--- config.mk ---
export PLATFORM = sky130hd
export DESIGN_NAME = axi4m_burst
export DESIGN_NICKNAME = d
export VERILOG_FILES = /design/src/rtl/axi4m_burst.sv
export SDC_FILE = /design/constraint.sdc
export NUM_CORES = 1
export LEC_CHECK = 0
export CORE_AREA = 3 3 123 125
export CTS_CLUSTER_SIZE = 10
export DETAILED_ROUTE_END_ITERATION = 10
export DIE_AREA = 0 0 126 128
export PLACE_DENSITY = 0.67
export SLEW_MARGIN = 15
export SYNTH_ARGS = -nofsm -noshare
export SYNTH_HDL_FRONTEND = slang
export SYNTH_SLANG_ARGS = --single-unit
--- constraint.sdc ---
create_clock -name clk -period 4.39 [get_ports clk]
set_input_delay 0.6585 -clock clk [delete_from_list [all_inputs] [get_ports clk]]
set_output_delay 0.6585 -clock clk [all_outputs]
set_load 0.01 [all_outputs]
--- src/rtl/axi4m_burst.sv ---
// AXI4 master bridge: one native request becomes one AXI4 INCR burst of 1..256 beats, then one rsp_val pulse.
// W and R beats pass straight through; AXI payloads come from registers or from native inputs the requester holds.
module axi4m_burst #(
  parameter int AXI_ADDR_W = 32,
  parameter int AXI_DATA_W = 32
) (
  input  logic                    clk,
  input  logic                    rst_n,
  output logic [AXI_ADDR_W-1:0]   m_axi_awaddr,
  output logic [7:0]              m_axi_awlen,
  output logic [2:0]              m_axi_awsize,
  output logic [1:0]              m_axi_awburst,
  output logic                    m_axi_awlock,
  output logic [3:0]              m_axi_awcache,
  output logic [2:0]              m_axi_awprot,
  output logic [3:0]              m_axi_awqos,
  output logic                    m_axi_awvalid,
  input  logic                    m_axi_awready,
  output logic [AXI_DATA_W-1:0]   m_axi_wdata,
  output logic [AXI_DATA_W/8-1:0] m_axi_wstrb,
  output logic                    m_axi_wlast,
  output logic                    m_axi_wvalid,
  input  logic                    m_axi_wready,
  input  logic [1:0]              m_axi_bresp,
  input  logic                    m_axi_bvalid,
  output logic                    m_axi_bready,
  output logic [AXI_ADDR_W-1:0]   m_axi_araddr,
  output logic [7:0]              m_axi_arlen,
  output logic [2:0]              m_axi_arsize,
  output logic [1:0]              m_axi_arburst,
  output logic                    m_axi_arlock,
  output logic [3:0]              m_axi_arcache,
  output logic [2:0]              m_axi_arprot,
  output logic [3:0]              m_axi_arqos,
  output logic                    m_axi_arvalid,
  input  logic                    m_axi_arready,
  input  logic [AXI_DATA_W-1:0]   m_axi_rdata,
  input  logic [1:0]              m_axi_rresp,
  input  logic                    m_axi_rlast,
  input  logic                    m_axi_rvalid,
  output logic                    m_axi_rready,
  input  logic                    req_val,
  output logic                    req_rdy,
  input  logic                    req_wr,
  input  logic [AXI_ADDR_W-1:0]   req_adr,
  input  logic [7:0]              req_len,
  input  logic                    wd_val,
  output logic                    wd_rdy,
  input  logic [AXI_DATA_W-1:0]   wd_dat,
  input  logic [AXI_DATA_W/8-1:0] wd_strb,
  output logic                    rd_val,
  input  logic                    rd_rdy,
  output logic [AXI_DATA_W-1:0]   rd_dat,
  output logic                    rd_last,
  output logic                    rsp_val,
  output logic                    rsp_err
);

  localparam logic [2:0] AXSIZE = 3'($clog2(AXI_DATA_W / 8));

  typedef enum logic [2:0] {IDLE, WRITE, WRESP, RADDR, RDATA, DONE} state_t;

  state_t                state, state_nxt;
  logic [AXI_ADDR_W-1:0] adr_q, adr_nxt;
  logic [7:0]            len_q, len_nxt;
  logic [7:0]            cnt_q, cnt_nxt;
  logic                  err_q, err_nxt;
  logic                  aw_done_q, aw_done_nxt;
  logic                  w_done_q, w_done_nxt;
  logic                  beat_last;
  logic                  aw_hs, w_hs, r_hs;
  logic                  unused_ok;

  assign beat_last = (cnt_q == len_q);

  assign m_axi_awaddr  = adr_q;
  assign m_axi_awlen   = len_q;
  assign m_axi_awsize  = AXSIZE;
  assign m_axi_awburst = 2'b01;
  assign m_axi_awlock  = 1'b0;
  assign m_axi_awcache = 4'b0010;
  assign m_axi_awprot  = 3'b000;
  assign m_axi_awqos   = 4'b0000;

  assign m_axi_araddr  = adr_q;
  assign m_axi_arlen   = len_q;
  assign m_axi_arsize  = AXSIZE;
  assign m_axi_arburst = 2'b01;
  assign m_axi_arlock  = 1'b0;
  assign m_axi_arcache = 4'b0010;
  assign m_axi_arprot  = 3'b000;
  assign m_axi_arqos   = 4'b0000;

  assign m_axi_wdata = wd_dat;
  assign m_axi_wstrb = wd_strb;
  assign m_axi_wlast = beat_last;
  assign rd_dat      = m_axi_rdata;

  // Only bit 1 of a response distinguishes error from success.
  assign unused_ok = &{1'b0, m_axi_bresp[0], m_axi_rresp[0]};

  always_ff @(posedge clk or negedge rst_n) begin
    if (!rst_n) begin
      state     <= IDLE;
      adr_q     <= '0;
      len_q     <= '0;
      cnt_q     <= '0;
      err_q     <= 1'b0;
      aw_done_q <= 1'b0;
      w_done_q  <= 1'b0;
    end else begin
      state     <= state_nxt;
      adr_q     <= adr_nxt;
      len_q     <= len_nxt;
      cnt_q     <= cnt_nxt;
      err_q     <= err_nxt;
      aw_done_q <= aw_done_nxt;
      w_done_q  <= w_done_nxt;
    end
  end

  always_comb begin
    state_nxt     = state;
    adr_nxt       = adr_q;
    len_nxt       = len_q;
    cnt_nxt       = cnt_q;
    err_nxt       = err_q;
    aw_done_nxt   = aw_done_q;
    w_done_nxt    = w_done_q;
    aw_hs         = 1'b0;
    w_hs          = 1'b0;
    r_hs          = 1'b0;
    req_rdy       = 1'b0;
    m_axi_awvalid = 1'b0;
    m_axi_wvalid  = 1'b0;
    wd_rdy        = 1'b0;
    m_axi_bready  = 1'b0;
    m_axi_arvalid = 1'b0;
    m_axi_rready  = 1'b0;
    rd_val        = 1'b0;
    rd_last       = 1'b0;
    rsp_val       = 1'b0;
    rsp_err       = 1'b0;

    case (state)
      IDLE: begin
        req_rdy = 1'b1;
        if (req_val) begin
          adr_nxt     = req_adr;
          len_nxt     = req_len;
          cnt_nxt     = '0;
          err_nxt     = 1'b0;
          aw_done_nxt = 1'b0;
          w_done_nxt  = 1'b0;
          state_nxt   = req_wr ? WRITE : RADDR;
        end
      end

      WRITE: begin
        // w_done stops further W beats while AW is still outstanding, so cnt never wraps.
        m_axi_awvalid = ~aw_done_q;
        m_axi_wvalid  = wd_val & ~w_done_q;
        wd_rdy        = m_axi_wready & ~w_done_q;
        aw_hs         = m_axi_awvalid & m_axi_awready;
        w_hs          = m_axi_wvalid & m_axi_wready;
        if (aw_hs) aw_done_nxt = 1'b1;
        if (w_hs) begin
          if (beat_last) w_done_nxt = 1'b1;
          else           cnt_nxt    = cnt_q + 8'd1;
        end
        if ((w_done_q | (w_hs & beat_last)) & (aw_done_q | aw_hs))
          state_nxt = WRESP;
      end

      WRESP: begin
        m_axi_bready = 1'b1;
        if (m_axi_bvalid) begin
          err_nxt   = m_axi_bresp[1];
          state_nxt = DONE;
        end
      end

      RADDR: begin
        m_axi_arvalid = 1'b1;
        if (m_axi_arready) state_nxt = RDATA;
      end

      RDATA: begin
        m_axi_rready = rd_rdy;
        rd_val       = m_axi_rvalid;
        rd_last      = m_axi_rlast;
        r_hs         = m_axi_rvalid & rd_rdy;
        if (r_hs) begin
          // Either an early rlast or a missing one flags the burst and ends it on this beat.
          err_nxt = err_q | m_axi_rresp[1] | (m_axi_rlast != beat_last);
          if (m_axi_rlast | beat_last) state_nxt = DONE;
          else                         cnt_nxt   = cnt_q + 8'd1;
        end
      end

      DONE: begin
        rsp_val   = 1'b1;
        rsp_err   = err_q;
        state_nxt = IDLE;
      end

      default: state_nxt = IDLE;
    endcase
  end

endmodule

==> impl_metrics.py <==
metrics = {
    "outcome": {
        "run_status": "completed",
    },
    "grt": {
        "antenna_violations_before_repair": 0,
        "gr-total-overflow": 0,
        "grt_max_degree": 46,
        "global_route.usage.total_pct": 10.37,
        "grt_first_pass_wirelength_um": 13490,
        "grt_pass1_vias": 2578,
    },
    "worst_hold_path": {
        "timing.hold.worst.class": "primary input to asynchronous set/reset pin",
    },
    "synthesis": {
        "yosys.cell_types.count": 40,
        "postSynth.asyncResetShare_pct": 100.0,
        "synth_edf_count": 0,
        "synth_seq_cells": 54,
        "post-synth-top-area-cell": "dfrtp_1",
        "ys_top_cells_by_area": "dfrtp_1 (37%), buf_4 (29%), nand2_1 (14%)",
        "synth.avg_cell_area_um2": 8.225,
        "yosysTopAreaCellShare_pct": 37.25,
        "synth_flop_cell": "dfrtp_1",
        "synth.cell_area_um2": 3627,
        "part_of_the_yosys_area_used_for_sequential_elements_pct": 37.25,
        "postSynthCellCount": 441,
        "ys_warn_count": 0,
    },
    "setup_path": {
        "critical_path_buf_inv_count": 3,
        "crit_family": "buffers and inverters",
        "worst_path_required_ps": 3730,
        "critical_path.endpoint_type": "primary output",
        "worst_path_max_fanout": 6,
        "crit_type": "register to primary output",
        "cp_slowest_cell": "clkdlybuf4s50_1",
        "cp_startpoint_kind": "register",
        "cp_cell_sequence": "xor2_1 -> nor4_1 -> buf_4 -> nand2_1 -> inv_1 -> clkdlybuf4s50_1",
        "critical_path.max_stage_delay_ps": 540,
        "arrival_ps": 2140,
    },
    "timing": {
        "fin_hold_ws_ps": 346.7,
        "grt_setup_unrepaired": "false",
        "timing.final.crit_share_pct": 63.78,
        "max_clock_freq_ghz": 0.3572,
        "tightest_slew_ps": 884.8,
        "finalHoldViolCount": 0,
        "fin_skew_ps": 7.641,
        "slew_viol_final": 0,
        "report.final.setup_viol": 0,
        "min_period_ps": 2800,
        "timing.slew.headroom_pct": 40.80,
        "total_negative_slack_for_setup_checks_ps": 0,
    },
    "clocking": {
        "max-clock-path-buffers": 2,
        "clock_tree.htree_level_count": 2,
        "post_cts_hold_buffer_count": 0,
        "post_cts.resized_instances": 0,
        "worstSkewPairLatency_ps": 290,
        "worst_setup_hold_path_clk_slew_ps": 70,
        "postCtsSetupRepairBufs": 0,
        "tritoncts": "built",
        "tritoncts.num_buffers": 5,
        "clock-root-buffer": "clkbuf_16",
        "clock_sinks": 54,
    },
    "die": {
        "core_um2": 13990,
        "die_w_um": 126,
        "placement_rows": 43,
        "starting_utilization_of_the_core_area_pct": 25.93,
        "die_height_um": 128,
        "die_area_um2": 16130,
        "pin_count": 318,
    },
    "detailed_routing": {
        "drt_iter0_markers": 86,
        "wl_per_cell_um": 13.47,
        "route.vias.total": 2684,
        "first_pass_iters": 4,
        "drc_errors": 0,
        "postRouteWirelength_um": 8768,
        "post_drt_via_cell_ratio": 4.123,
        "final_antenna_net_count": 0,
    },
    "finish": {
        "design.final.nets": 597,
        "layout_filler_cell_count": 1433,
        "final_layout_size_suffix_gt1_share_pct": 3.185,
        "antenna_cells": 0,
        "area.growth.synth_to_final_pct": 22.56,
    },
    "power_and_ir_drop": {
        "p_sw_mw": 1.156,
        "power.share.sequential_pct": 32.0,
        "leakagePower_nw": 2.075,
        "vdd_ir_drop_max_uv": 148.0,
        "power.share.clock_pct": 13.0,
        "power.internal_mw": 1.797,
        "switching_share_pct": 39.15,
        "pwr-share-comb_pct": 55.0,
        "cellPowerDensity_nw_per_um2": 664.3,
    },
    "place": {
        "detailed_place_hpwl_um": 6726,
        "number_of_port_buffers": 145,
        "gp_routability_congestion": 0.8116,
    },
    "run": {
        "cap_viol_max_count": 0,
    },
}
[kinds of logic (layout without fill, tap and decap cells)]
group	count (synthesis)	count (layout)	synth area share, %
adder cells (fa/ha/maj)	2	2	0.6898
buffers and inverters	164	162	32.05
flip-flops	54	54	37.25
multiplexers	3	3	0.8624
other	2	34	0.2070
XOR/XNOR	9	9	2.173
AND/OR/NAND/NOR	176	176	20.83
AO/OA/AOI/OAI	31	31	5.933
[layout by cell type, fill, tap and decap left out, drive strengths merged, types with 2 or more instances in the layout]
cell,Yosys,final
conb,2,34
nand2,133,133
nor3b,4,4
nor3,2,2
and3,3,3
a211o,2,2
clkbuf,10,6
o41ai,2,2
clkdlybuf4s50,0,144
inv,7,7
or4,2,2
mux2i,2,2
a21oi,2,2
buf,147,4
a31oi,6,6
nor2,9,9
nand2b,5,5
o31ai,6,6
nor4,2,2
ha,2,2
o21ai,7,7
and2,5,5
dfrtp,54,54
xor2,9,9
nand3,7,7
[Yosys cell counts, drive strengths merged, types with 3 or more instances]
| library cell | n |
|---|---|
| dfrtp | 54 |
| and3 | 3 |
| nor3b | 4 |
| xor2 | 9 |
| inv | 7 |
| o21ai | 7 |
| a31oi | 6 |
| clkbuf | 10 |
| buf | 147 |
| nand2 | 133 |
| and2 | 5 |
| o31ai | 6 |
| nor2 | 9 |
| nand3 | 7 |
| nand2b | 5 |
[sequential cells by signal, indices dropped and copies added, names as in the netlist]
register and count:
m_axi_arlen 8, err_q 1, w_done_q 1, state 3
cnt_q 8, m_axi_araddr 32, aw_done_q 1
[per-stage QoR]
step | worst slack (ps) | util (%) | instance area (um2) | total power, mW | instances
6_report | 1590 | 31.78 | 4446 | 2.953 | 651
2_1_floorplan | 1984 | - | 3747 | 1.937 | 473
3_3_place_gp | 1631 | 30.81 | 4309 | 2.579 | 644
5_1_grt | 1431 | 31.78 | 4446 | 3.179 | 651
4_1_cts | 1558 | 31.78 | 4446 | 3.009 | 651
3_5_place_dp | 1607 | 30.81 | 4309 | 2.612 | 644
[final cells by class]
type,instances,area (um2),share of cell area [%]
clock buffer,6,128.9,2.899
clock inverter,1,7.507,0.1689
inverter,7,26.28,0.5911
multi-input combinational,255,1237,27.84
sequential,54,1351,30.40
tap,180,225.2,5.066
timing repair buffer,148,1469,33.04
[worst paths after layout]
path / from / to / slack, ps / depth (start not counted)
worst max-delay path: cnt_q[2] / m_axi_wlast / 1590 / 6
worst min-delay path: rst_n / m_axi_araddr[23] / 350 / 1
worst max register to register: cnt_q[0] / cnt_q[3] / 1770 / 10
worst min register to register: m_axi_araddr[2] / m_axi_araddr[2] / 510 / 2
max in group asynchronous: rst_n / m_axi_arlen[3] / 3230 / 2
min in group clk: m_axi_araddr[2] / m_axi_araddr[2] / 510 / 2
[per-layer routing]
metal / vias up / track usage (%) / part of all wire [%] / wire length [um]
met5: - / 0 / 0 / 0
met4: 0 / 5.363 / 3.7 / 327
met3: 39 / 3.458 / 8.4 / 738
met2: 136 / 17.75 / 49 / 4336
met1: 1224 / 11.49 / 38 / 3366
li1: 1285 / - / - / -
[power by group through the flow]
stage	clock (mW)	combinational, mW	sequential (mW)
6_report	0.383	1.62	0.945
2_1_floorplan	0	0.981	0.956
3_5_place_dp	0	1.65	0.963
4_1_cts	0.403	1.65	0.951
5_1_grt	0.420	1.77	0.985
3_3_place_gp	0	1.64	0.943
Note: power is estimated with default switching activity, not from simulation.
